`src/rtl/pll_pkg.sv`:
```
// -----------------------------------------------------------------------------
// pll_pkg
//   Shared definitions for the PLL bring-up sequencer and its helpers.
//   - pll_state_e   : sequencer state encoding
//   - LOSS_W        : width of the lock-loss event counter
//   - max3()        : constant helper used to size the shared cycle counter
// -----------------------------------------------------------------------------
package pll_pkg;

    typedef enum logic [1:0] {
        PLL_RST   = 2'd0,   // PLL RESETB held low
        WAIT_LOCK = 2'd1,   // waiting for synchronised lock, with timeout
        STABLE    = 2'd2,   // lock present, counting consecutive locked cycles
        RUN       = 2'd3    // downstream domain released
    } pll_state_e;

    localparam int LOSS_W = 8;

    function automatic int max3(input int a, input int b, input int c);
        int m;
        m = a;
        if (b > m) m = b;
        if (c > m) m = c;
        return m;
    endfunction

endpackage

```
`src/rtl/pll_lock_sequencer_sync2.sv`:
```
// -----------------------------------------------------------------------------
// sync2
//   Two-flop synchroniser for a single asynchronous level signal.
//   Also suitable for re-timing sys_reset into the PLL output clock domain.
// Ports
//   clock  in  destination clock
//   reset  in  synchronous, active-high; loads INIT into both flops
//   d_i    in  asynchronous input level
//   q_o    out synchronised level, two clock cycles of latency
// -----------------------------------------------------------------------------
module sync2 #(
    parameter logic INIT = 1'b0
) (
    input  logic clock,
    input  logic reset,
    input  logic d_i,
    output logic q_o
);

    // Only sync_q[0] may go metastable; sync_q[1] is the safe output.
    logic [1:0] sync_q;

    always_ff @(posedge clock) begin
        if (reset) begin
            sync_q <= {2{INIT}};
        end else begin
            sync_q <= {sync_q[0], d_i};
        end
    end

    assign q_o = sync_q[1];

endmodule

```
`src/rtl/pll_lock_sequencer.sv`:
```
// -----------------------------------------------------------------------------
// pll_lock_sequencer
//   Brings up an iCE40 SB_PLL40_CORE and hands a clean reset to the
//   PLL-clocked logic. Runs entirely on the PLL reference clock.
//   The PLL is pulsed into reset, lock is awaited (with timeout and retry),
//   lock must then be stable for STABLE_CYCLES before sys_reset releases.
//   A lock drop while running reasserts sys_reset without resetting the PLL.
// Ports
//   clock       in   reference clock, all logic on this clock
//   reset       in   synchronous, active-high
//   pll_locked  in   PLL LOCK, asynchronous to clock
//   pll_resetb  out  PLL RESETB, 0 holds the PLL in reset
//   sys_reset   out  active-high reset for the PLL-clocked domain
//   ready       out  high while running (~sys_reset)
//   fail        out  sticky, lock timed out more than MAX_RETRIES times
//   lock_lost   out  sticky, lock dropped at least once while running
//   loss_count  out  running->lock-loss events, saturating at 255
// -----------------------------------------------------------------------------
module pll_lock_sequencer
    import pll_pkg::*;
#(
    parameter int PLL_RST_CYCLES = 4,
    parameter int LOCK_TIMEOUT   = 4800,
    parameter int STABLE_CYCLES  = 1024,
    parameter int MAX_RETRIES    = 7
) (
    input  logic              clock,
    input  logic              reset,
    input  logic              pll_locked,
    output logic              pll_resetb,
    output logic              sys_reset,
    output logic              ready,
    output logic              fail,
    output logic              lock_lost,
    output logic [LOSS_W-1:0] loss_count
);

    // One counter serves all timed states; sized for the longest interval.
    localparam int CNT_W = $clog2(max3(PLL_RST_CYCLES, LOCK_TIMEOUT, STABLE_CYCLES)) + 1;
    // Retry count saturates one past MAX_RETRIES, the point where fail is raised.
    localparam int RET_W = $clog2(MAX_RETRIES + 2);

    localparam logic [CNT_W-1:0]  RST_LAST    = CNT_W'(PLL_RST_CYCLES - 1);
    localparam logic [CNT_W-1:0]  TIMEOUT_LAST = CNT_W'(LOCK_TIMEOUT - 1);
    localparam logic [CNT_W-1:0]  STABLE_LAST = CNT_W'(STABLE_CYCLES - 1);
    localparam logic [RET_W-1:0]  RETRY_FAIL  = RET_W'(MAX_RETRIES);
    localparam logic [RET_W-1:0]  RETRY_SAT   = RET_W'(MAX_RETRIES + 1);
    localparam logic [LOSS_W-1:0] LOSS_SAT    = {LOSS_W{1'b1}};

    pll_state_e        state_q, state_d;
    logic [CNT_W-1:0]  cnt_q, cnt_d;
    logic [RET_W-1:0]  retries_q, retries_d;
    logic              fail_q, fail_d;
    logic              lock_lost_q, lock_lost_d;
    logic [LOSS_W-1:0] loss_count_q, loss_count_d;
    logic              pll_resetb_q;
    logic              sys_reset_q;
    logic              lk;

    // ------------------------------------------------------------------
    // Lock synchroniser: lk is the only form of pll_locked used below.
    // ------------------------------------------------------------------
    sync2 #(
        .INIT (1'b0)
    ) u_lock_sync (
        .clock (clock),
        .reset (reset),
        .d_i   (pll_locked),
        .q_o   (lk)
    );

    // ------------------------------------------------------------------
    // Next-state logic
    // ------------------------------------------------------------------
    always_comb begin
        state_d      = state_q;
        cnt_d        = cnt_q;
        retries_d    = retries_q;
        fail_d       = fail_q;
        lock_lost_d  = lock_lost_q;
        loss_count_d = loss_count_q;

        unique case (state_q)
            PLL_RST: begin
                cnt_d = cnt_q + 1'b1;
                if (cnt_q == RST_LAST) begin
                    state_d = WAIT_LOCK;
                end
            end

            WAIT_LOCK: begin
                cnt_d = cnt_q + 1'b1;
                if (lk) begin
                    state_d = STABLE;
                end else if (cnt_q == TIMEOUT_LAST) begin
                    state_d = PLL_RST;
                    if (retries_q != RETRY_SAT) begin
                        retries_d = retries_q + 1'b1;
                    end
                    // This timeout takes the count to MAX_RETRIES+1 (or beyond).
                    if (retries_q >= RETRY_FAIL) begin
                        fail_d = 1'b1;
                    end
                end
            end

            STABLE: begin
                cnt_d = cnt_q + 1'b1;
                // A drop here is not a PLL failure, so no retry is charged.
                if (!lk) begin
                    state_d = WAIT_LOCK;
                end else if (cnt_q == STABLE_LAST) begin
                    state_d   = RUN;
                    retries_d = '0;
                end
            end

            RUN: begin
                if (!lk) begin
                    state_d     = WAIT_LOCK;
                    lock_lost_d = 1'b1;
                    if (loss_count_q != LOSS_SAT) begin
                        loss_count_d = loss_count_q + 1'b1;
                    end
                end
            end

            default: begin
                state_d = PLL_RST;
            end
        endcase

        // Every state's timing starts from zero on entry.
        if (state_d != state_q) begin
            cnt_d = '0;
        end
    end

    // ------------------------------------------------------------------
    // State and output registers. Outputs are decoded from state_d so they
    // change on the same edge as the state, with no path from pll_locked.
    // ------------------------------------------------------------------
    always_ff @(posedge clock) begin
        if (reset) begin
            state_q      <= PLL_RST;
            cnt_q        <= '0;
            retries_q    <= '0;
            fail_q       <= 1'b0;
            lock_lost_q  <= 1'b0;
            loss_count_q <= '0;
            pll_resetb_q <= 1'b0;
            sys_reset_q  <= 1'b1;
        end else begin
            state_q      <= state_d;
            cnt_q        <= cnt_d;
            retries_q    <= retries_d;
            fail_q       <= fail_d;
            lock_lost_q  <= lock_lost_d;
            loss_count_q <= loss_count_d;
            pll_resetb_q <= (state_d != PLL_RST);
            sys_reset_q  <= (state_d != RUN);
        end
    end

    assign pll_resetb = pll_resetb_q;
    assign sys_reset  = sys_reset_q;
    assign ready      = ~sys_reset_q;
    assign fail       = fail_q;
    assign lock_lost  = lock_lost_q;
    assign loss_count = loss_count_q;

endmodule

```
`config.mk`:
```
export PLATFORM = sky130hd
export DESIGN_NAME = pll_lock_sequencer
export DESIGN_NICKNAME = d
export VERILOG_FILES = /design/src/rtl/pll_pkg.sv /design/src/rtl/pll_lock_sequencer_sync2.sv /design/src/rtl/pll_lock_sequencer.sv
export SDC_FILE = /design/constraint.sdc
export NUM_CORES = 1
export LEC_CHECK = 0
export ABC_AREA = 1
export CAP_MARGIN = 20
export CELL_PAD_IN_SITES_DETAIL_PLACEMENT = 1
export CELL_PAD_IN_SITES_GLOBAL_PLACEMENT = 1
export CORE_ASPECT_RATIO = 0.75
export CORE_MARGIN = 2
export CORE_UTILIZATION = 46
export CTS_BUF_LIST = sky130_fd_sc_hd__clkbuf_8
export DETAILED_ROUTE_END_ITERATION = 8
export PLACE_DENSITY = 0.92
export SLEW_MARGIN = 20
export SYNTH_ARGS = -nofsm -noshare
export SYNTH_HDL_FRONTEND = slang
export SYNTH_HIERARCHICAL = 1
export SYNTH_SLANG_ARGS = --single-unit
```
`constraint.sdc`:
```
create_clock -name clock -period 3.8 [get_ports clock]
set_input_delay 0.38 -clock clock [delete_from_list [all_inputs] [get_ports clock]]
set_output_delay 0.38 -clock clock [all_outputs]
set_load 0.03 [all_outputs]
```
==> flow_summary.json, run 1 <==
{
  "switching_share": 0.303,
  "hp-class": "reg2reg",
  "path_max_fanout": 14,
  "hold_slack_ps": 416,
  "core_mm2": 0.00366,
  "synth-edff-count": 0,
  "yosysSeqAreaShare": 0.388,
  "critical_path_required_ps": 3960,
  "vias": 1587,
  "syn_area_per_cell_um2": 7.15,
  "min_period_over_period": 0.512,
  "combPwrFrac": 0.181,
  "syn-num-nets": 252,
  "clock_latency_ps": 290,
  "postCtsHoldBufs": 0,
  "final_antenna_net_count": 0,
  "cp_cell_sequence": "ha_1 > nand3_1 > nor2_1 > nand3_2 > nand2_2 > nand3_1 > nand3_1 > clkinv_1 > nand2_2 > nor2_1",
  "p_leak_nw": 0.799,
  "post-cts-setup-buffers": 0,
  "cts_max_level": 2,
  "area_growth_pct": 15.9,
  "die_h_um": 57.5,
  "rsz0062_at_grt": "no",
  "slew_viol_final": 0,
  "cts_root_buf": "clkbuf_8",
  "yosysTopAreaCell": "dfxtp_1",
  "final_nets": 272,
  "wl_mm": 4.11,
  "setup_ws_ps": 1860,
  "final_cells": 317,
  "max_stage_delay_ps": 370,
  "start_util": 0.479,
  "tns_ps": 0,
  "crit_slowest_cell": "dfxtp_1",
  "dp_hpwl_mm": 3.14,
  "ys_types": 31,
  "placed_cells": 310,
  "placed_area_mm2": 0.00195,
  "yosysWarnings": 6,
  "synth_commonest_cells": "43 x nand2_1, 34 x dfxtp_1, 34 x nor2_1, 32 x inv_1, 15 x nand3_1",
  "clkTransAtPathRegs_ps": 70,
  "viasPerCell": 5.01,
  "yosys-top-cells-area": "dfxtp_1 39%, nand2_1 9.2%, nor2_1 7.3%, inv_1 6.9%, xor2_1 6.0%",
  "synthArstFlopShare": 0,
  "path_class": "reg2reg",
  "path_common_cell": "nand3_1",
  "grt_max_degree": 15,
  "place_congestion": 0.828,
  "cts.repair.resized": 0,
  "finalSetupViolations": 0,
  "dp_slack_ps": 1810,
  "crit_buf_inv": 1,
  "synth_top_area_frac": 0.388,
  "io_buffers": 15,
  "drive_gt1_frac": 0.125,
  "netlist_area_mm2": 0.00175,
  "die_w_um": 75.3,
  "drt-pass1-iter-count": 4,
  "fin_skew_ps": 5.14,
  "intPower_mw": 0.554,
  "pwr-share-seq": 0.501,
  "cts_buffer_depth": 2,
  "drv_cap": 0,
  "status": "finished clean",
  "track_usage": 0.223,
  "drt_iter0_drc": 82,
  "num_antenna_cells": 0,
  "antenna_found_initial": 0,
  "switchingPower_mw": 0.241,
  "worst_pin_slew_ps": 462,
  "overflow": 0,
  "powerDensity_mw_per_mm2": 391,
  "wl_per_cell_um": 13.0,
  "grt_first_pass_wirelength_mm": 7.36,
  "cts_tree": "done",
  "startpoint_type": "flop",
  "cts_sinks": 34,
  "ioPinCount": 16,
  "fillCellCount": 501,
  "ir_drop_mv": 0.190,
  "synth_cells": 245,
  "stdcell_area_mm2": 0.00203,
  "num_rows": 19,
  "min_period_ps": 1940,
  "clockPowerShare": 0.317,
  "synth-main-ff-cell": "dfxtp_1",
  "crit_arrival_ps": 2100,
  "grt_pass1_vias": 1619,
  "cp_top_family": "simple AND/OR/NAND/NOR gates",
  "relSlewSlack": 0.691,
  "cts_made_buffers": 5,
  "finalCoreUtilization": 0.555,
  "ys_ff_latch": 34,
  "synth_most_common_cell": "nand2_1",
  "remaining_drc_errors": 0,
  "power_mw": 0.795,
  "max_freq_mhz": 514,
  "worst_setup_path_end_kind": "flop",
  "die-area_mm2": 0.00433,
  "hold_viol": 0
}
[cells by family (layout without fill, tap and decap cells)]
logic type / count (synthesis) / count (layout) / synth area share
buffers and inverters: 40 / 60 / 0.0899
XOR/XNOR: 14 / 14 / 0.0700
AND/OR/NAND/NOR: 127 / 127 / 0.338
multiplexers: 1 / 1 / 0.00571
adder cells (fa/ha/maj): 4 / 4 / 0.0286
flip-flops: 34 / 34 / 0.388
AO/OA/AOI/OAI: 25 / 25 / 0.0792
[sequential cells by signal, indices dropped and copies added (netlist names)]
signal,count
sys_reset,1
cnt_q,14
fail,1
lock_lost,1
u_lock_sync/sync_q,2
state_q,2
pll_resetb,1
loss_count,8
retries_q,4
[cell type report]
type / instances / area [um^2] / area share
timing repair buffer: 15 / 150 / 0.0739
clock buffer: 5 / 68.8 / 0.0339
inverter: 38 / 143 / 0.0702
clock inverter: 2 / 10.0 / 0.00493
sequential: 34 / 681 / 0.335
tap: 52 / 65.1 / 0.0320
multi-input combinational: 171 / 915 / 0.450
[power by group through the flow]
| stage | Sequential [mW] | Clock, mW | Combinational (mW) |
|---|---|---|---|
| 2_1_floorplan | 0.406 | 0 | 0.115 |
| 3_3_place_gp | 0.405 | 0 | 0.140 |
| 3_5_place_dp | 0.406 | 0 | 0.144 |
| 4_1_cts | 0.398 | 0.261 | 0.147 |
| 5_1_grt | 0.402 | 0.278 | 0.167 |
| 6_report | 0.399 | 0.252 | 0.144 |
[cell usage in the layout, fill, tap and decap left out, drive strengths merged]
cell	Yosys	routed
a21oi	14	14
dfxtp	34	34
clkinv	1	3
mux2i	1	1
xnor2	2	2
nor3	5	5
clkbuf	1	5
and3	1	1
nand4	8	8
nor4	1	1
nor3b	1	1
o21a	1	1
nand3	16	16
o21bai	2	2
a21o	1	1
ha	4	4
and2	1	1
nor2	47	47
clkdlybuf4s50	0	15
xor2	12	12
nand2	46	46
o21ai	7	7
or2	1	1
inv	37	37
[path summary, 6_finish.rpt]
path	to	cells past startpoint	startpoint	slack, ps
setup / recovery	cnt_q[12]$_SDFFE_PP0P_	10	cnt_q[0]$_SDFFE_PP0P_	1860
hold / removal	u_lock_sync/sync_q[1]$_SDFF_PP0_	2	u_lock_sync/sync_q[0]$_SDFF_PP0_	420
setup reg to reg	cnt_q[12]$_SDFFE_PP0P_	10	cnt_q[0]$_SDFFE_PP0P_	1860
hold reg to reg	u_lock_sync/sync_q[1]$_SDFF_PP0_	2	u_lock_sync/sync_q[0]$_SDFF_PP0_	420
[layer usage]
| metal | share of wire | global-route usage | vias to the layer above |
|---|---|---|---|
| met5 | 0 | 0 | - |
| met2 | 0.45 | 0.337 | 20 |
| li1 | - | - | 810 |
| met4 | 0.014 | 0.0752 | 0 |
| met1 | 0.51 | 0.317 | 749 |
| met3 | 0.025 | 0.0477 | 8 |
[worst min-delay path, delay by kind of cell (launching register included)]
family / cells / cell delay, ps
flops: 1 / 300
buf+inv: 1 / 40
simple gates: 1 / 30
(Power assumes the default switching activity.)
==> inputs of run 2 (changes only) <==
CORE_UTILIZATION = 43   (was 46)
PLACE_DENSITY = 0.88   (was 0.92)
clock period = 2 ns   (was 3.8 ns; I/O delays follow)
==> flow_summary.json, run 2 (synthesis results as in run 1) <==
{
  "cts_sinks": 34,
  "fillCellCount": 515,
  "critical_path_required_ps": 2180,
  "min_period_over_period": 0.919,
  "final_cells": 324,
  "crit_arrival_ps": 2020,
  "relSlewSlack": 0.760,
  "status": "finished clean",
  "ir_drop_mv": 0.384,
  "die_w_um": 77.7,
  "cts_root_buf": "clkbuf_8",
  "hold_viol": 0,
  "largest-register": "cnt_q",
  "viasPerCell": 4.95,
  "post-cts-setup-buffers": 0,
  "vias": 1605,
  "hp-class": "reg2reg",
  "drt-pass1-iter-count": 4,
  "path_class": "reg2reg",
  "min_path_cells": 2,
  "fin_skew_ps": 5.46,
  "cp_cell_sequence": "ha_2 > nand3_1 > nor2_2 > nand3_2 > nand2_2 > nand3_1 > nand3_1 > clkinv_1 > nand2_4 > buf_4 > nor2_2",
  "switching_share": 0.301,
  "worst_pin_slew_ps": 357,
  "drive_gt1_frac": 0.141,
  "path_common_cell": "nand3_1",
  "io_buffers": 15,
  "rsz0062_at_grt": "no",
  "die-area_mm2": 0.00461,
  "clkTransAtPathRegs_ps": 70,
  "startpoint_type": "flop",
  "intPower_mw": 1.11,
  "max_stage_delay_ps": 380,
  "cts_made_buffers": 5,
  "tns_ps": 0,
  "grt_pass1_vias": 1512,
  "num_rows": 20,
  "clockPowerShare": 0.333,
  "powerDensity_mw_per_mm2": 766,
  "dp_hpwl_mm": 3.28,
  "drt_iter0_drc": 73,
  "largest_reg_flops": 14,
  "drv_cap": 0,
  "core_mm2": 0.00398,
  "combPwrFrac": 0.192,
  "wl_per_cell_um": 13.0,
  "start_util": 0.441,
  "antenna_found_initial": 0,
  "ioPinCount": 16,
  "worst_setup_path_end_kind": "flop",
  "min_period_ps": 1840,
  "path_max_fanout": 7,
  "num_antenna_cells": 0,
  "cts_buffer_depth": 2,
  "final_antenna_net_count": 0,
  "final_common_cell": "nand2_1",
  "area_growth_pct": 18.7,
  "wl_mm": 4.20,
  "overflow": 0,
  "slew_viol_final": 0,
  "switchingPower_mw": 0.480,
  "final_nets": 275,
  "cts_tree": "done",
  "grt_first_pass_wirelength_mm": 6.91,
  "place_congestion": 0.823,
  "max_freq_mhz": 544,
  "pwr-share-seq": 0.475,
  "die_h_um": 59.3,
  "finalSetupViolations": 0,
  "p_leak_nw": 0.821,
  "track_usage": 0.195,
  "final_cell_mix": "43 x nand2_1, 34 x dfxtp_1, 33 x inv_1, 33 x nor2_1",
  "rr_worst_depth": 11,
  "grt_max_degree": 12,
  "cts_max_level": 2,
  "remaining_drc_errors": 0,
  "crit_slowest_cell": "dfxtp_1",
  "clock_latency_ps": 290,
  "placed_cells": 316
}
run 2: changes by cell type in the layout (fill, tap and decap cells not counted), sizes merged:
cell and change:
buf +3, clkbuf +1, clkinv -1, inv +1
run 2: what timing repair did:
item	in CTS	in global routing
hold buffers	0	0
resized for setup	0	3
endpoints found under the hold margin	0	0
endpoints found under the setup margin	0	9
run 2: critical path, delay by kind of cell, from the launching register on:
family	cells	cell delay, ps
buf+inv	2	270
simple gates	8	840
fa+ha+maj	1	240
flops	1	380
run 2: stage by stage:
step	utilization	hold WS (ps)	power, mW	setup WS [ps]	area, um^2
2_1_floorplan	-	271	0.990	402	1750
3_3_place_gp	0.497	390	1.05	242	1980
3_5_place_dp	0.497	400	1.07	74.2	1980
4_1_cts	0.520	412	1.60	48.3	2070
5_1_grt	0.523	417	1.67	25.0	2080
6_report	0.523	410	1.59	162	2080
run 2: path summary, 6_finish.rpt:
kind / end / from / slack [ps]
setup / recovery: cnt_q[9]$_SDFFE_PP0P_ / cnt_q[0]$_SDFFE_PP0P_ / 160
setup reg to reg: cnt_q[9]$_SDFFE_PP0P_ / cnt_q[0]$_SDFFE_PP0P_ / 160
hold reg to reg: u_lock_sync/sync_q[1]$_SDFF_PP0_ / u_lock_sync/sync_q[0]$_SDFF_PP0_ / 410
hold / removal: u_lock_sync/sync_q[1]$_SDFF_PP0_ / u_lock_sync/sync_q[0]$_SDFF_PP0_ / 410
run 2: final cells by class:
cell class,count,area [um^2],share of cell area
multi-input combinational,171,925,0.444
sequential,34,681,0.327
timing repair buffer,18,173,0.0830
inverter,38,143,0.0686
clock buffer,6,82.6,0.0397
tap,55,68.8,0.0331
clock inverter,2,8.76,0.00421
run 2: power by group through the flow:
stage	logic, mW	clock network, mW	registers (mW)
4_1_cts	0.299	0.547	0.757
6_report	0.305	0.531	0.758
3_3_place_gp	0.284	0	0.769
5_1_grt	0.342	0.568	0.763
2_1_floorplan	0.218	0	0.772
3_5_place_dp	0.295	0	0.773
run 2: routing by layer:
metal	share of wire	GRT usage	wire length [um]
met2	0.45	0.308	1880
met1	0.51	0.265	2130
met4	0.011	0.0689	48
met5	0	0	0
met3	0.032	0.0457	133
==> inputs of run 3 (changes only) <==
RECOVER_POWER = 100   (was default)
==> flow_summary.json, run 3 (synthesis results as in run 1) <==
{
  "fin_skew_ps": 5.64,
  "p_leak_nw": 0.859,
  "crit_buf_inv": 2,
  "tns_ps": 0,
  "cts_sinks": 34,
  "die-area_mm2": 0.00461,
  "slew_viol_final": 0,
  "clock_latency_ps": 290,
  "die_w_um": 77.7,
  "overflow": 0,
  "worst_setup_path_end_kind": "flop",
  "path_class": "reg2reg",
  "power_mw": 1.58,
  "path_common_cell": "nand3_1",
  "final_common_cell": "nand2_1",
  "multi_input_area_um2": 912,
  "antenna_found_initial": 0,
  "startpoint_type": "flop",
  "crit_arrival_ps": 2010,
  "max_freq_mhz": 547,
  "drt-pass1-iter-count": 4,
  "relSlewSlack": 0.627,
  "clkTransAtPathRegs_ps": 70,
  "dp_slack_ps": 74.2,
  "num_antenna_cells": 0,
  "largest-register": "cnt_q",
  "rsz0062_at_grt": "no",
  "status": "finished clean",
  "cts_tree": "done",
  "grt_max_degree": 12,
  "place_congestion": 0.823,
  "die_h_um": 59.3,
  "ir_drop_mv": 0.369,
  "min_period_ps": 1830,
  "ioPinCount": 16,
  "final_antenna_net_count": 0,
  "hold_viol": 0,
  "core_mm2": 0.00398,
  "hp-class": "reg2reg",
  "num_rows": 20,
  "finalSetupViolations": 0,
  "hold_slack_ps": 410,
  "drv_cap": 0,
  "setup_ws_ps": 172,
  "grt_first_pass_wirelength_mm": 6.91,
  "viasPerCell": 4.94,
  "max_stage_delay_ps": 370,
  "final_nets": 275,
  "path_max_fanout": 7,
  "stdcell_area_mm2": 0.00206,
  "placed_area_mm2": 0.00198,
  "fillCellCount": 514,
  "final_cell_mix": "43 x nand2_1, 38 x nor2_1, 34 x dfxtp_1, 33 x inv_1, 15 x nand3_1",
  "cts_buffer_depth": 2,
  "area_growth_pct": 17.8,
  "drive_gt1_frac": 0.119,
  "crit_slowest_cell": "dfxtp_1",
  "cp_top_family": "simple AND/OR/NAND/NOR gates",
  "start_util": 0.441,
  "remaining_drc_errors": 0,
  "track_usage": 0.195,
  "critical_path_required_ps": 2180,
  "cp_cell_sequence": "ha_2 > nand3_1 > nor2_2 > nand3_2 > nand2_2 > nand3_1 > nand3_1 > clkinv_1 > nand2_4 > buf_4 > nor2_1",
  "worst_pin_slew_ps": 560,
  "cts_max_level": 2,
  "min_period_over_period": 0.914,
  "cts_made_buffers": 5,
  "powerDensity_mw_per_mm2": 763,
  "drt_iter0_drc": 79,
  "wl_per_cell_um": 13.0,
  "grt_pass1_vias": 1512,
  "seqCellArea_um2": 681,
  "vias": 1602,
  "dp_hpwl_mm": 3.28,
  "cts_root_buf": "clkbuf_8",
  "wl_mm": 4.21,
  "io_buffers": 15,
  "largest_reg_flops": 14
}
-- run 3: power by group --
| part | leakage [nW] | switching [mW] | total [mW] | internal (mW) |
|---|---|---|---|---|
| registers | 0.275 | 0.0398 | 0.757 | 0.718 |
| clock network | 0.0524 | 0.257 | 0.529 | 0.273 |
| logic | 0.531 | 0.172 | 0.289 | 0.118 |
| total | 0.859 | 0.468 | 1.58 | 1.11 |
-- run 3: final cells by class --
type	instances	area share
Multi-Input combinational cell	171	0.442
Sequential cell	34	0.330
Timing Repair Buffer	18	0.0818
Inverter	38	0.0691
Clock buffer	6	0.0400
Tap cell	55	0.0333
Clock inverter	2	0.00424
-- run 3: timing repair --
| action | in CTS | in global routing |
|---|---|---|
| setup buffers | 0 | 0 |
| gates resized for setup | 0 | 3 |
| setup endpoints to repair | 0 | 9 |
| hold buffers | 0 | 0 |
| hold endpoints to repair | 0 | 0 |
-- run 3: final timing paths --
check / slack, ps / endpoint / cells after the start / startpoint
worst min register to register: 410 / u_lock_sync/sync_q[1]$_SDFF_PP0_ / 2 / u_lock_sync/sync_q[0]$_SDFF_PP0_
worst min-delay path: 410 / u_lock_sync/sync_q[1]$_SDFF_PP0_ / 2 / u_lock_sync/sync_q[0]$_SDFF_PP0_
worst max register to register: 170 / cnt_q[9]$_SDFFE_PP0P_ / 11 / cnt_q[0]$_SDFFE_PP0P_
worst max-delay path: 170 / cnt_q[9]$_SDFFE_PP0P_ / 11 / cnt_q[0]$_SDFFE_PP0P_
-- run 3: routing by layer --
layer	global-route usage	share of wire
met5	0	0
met4	0.0689	0.011
met3	0.0457	0.043
met2	0.308	0.45
met1	0.265	0.50
-- run 3: worst reg2reg max path: stages, from the launching register on --
cell	delay, ps
dfxtp_1	370
ha_2	240
nand3_1	120
nor2_2	150
nand3_2	130
nand2_2	110
nand3_1	80
nand3_1	80
clkinv_1	100
nand2_4	130
buf_4	160
nor2_1	40
-- run 3: through the flow --
stage	std cells	util
global route	324	0.519
CTS	324	0.520
global placement	316	0.497
finish	324	0.519
detailed placement	316	0.497
floorplan	245	-
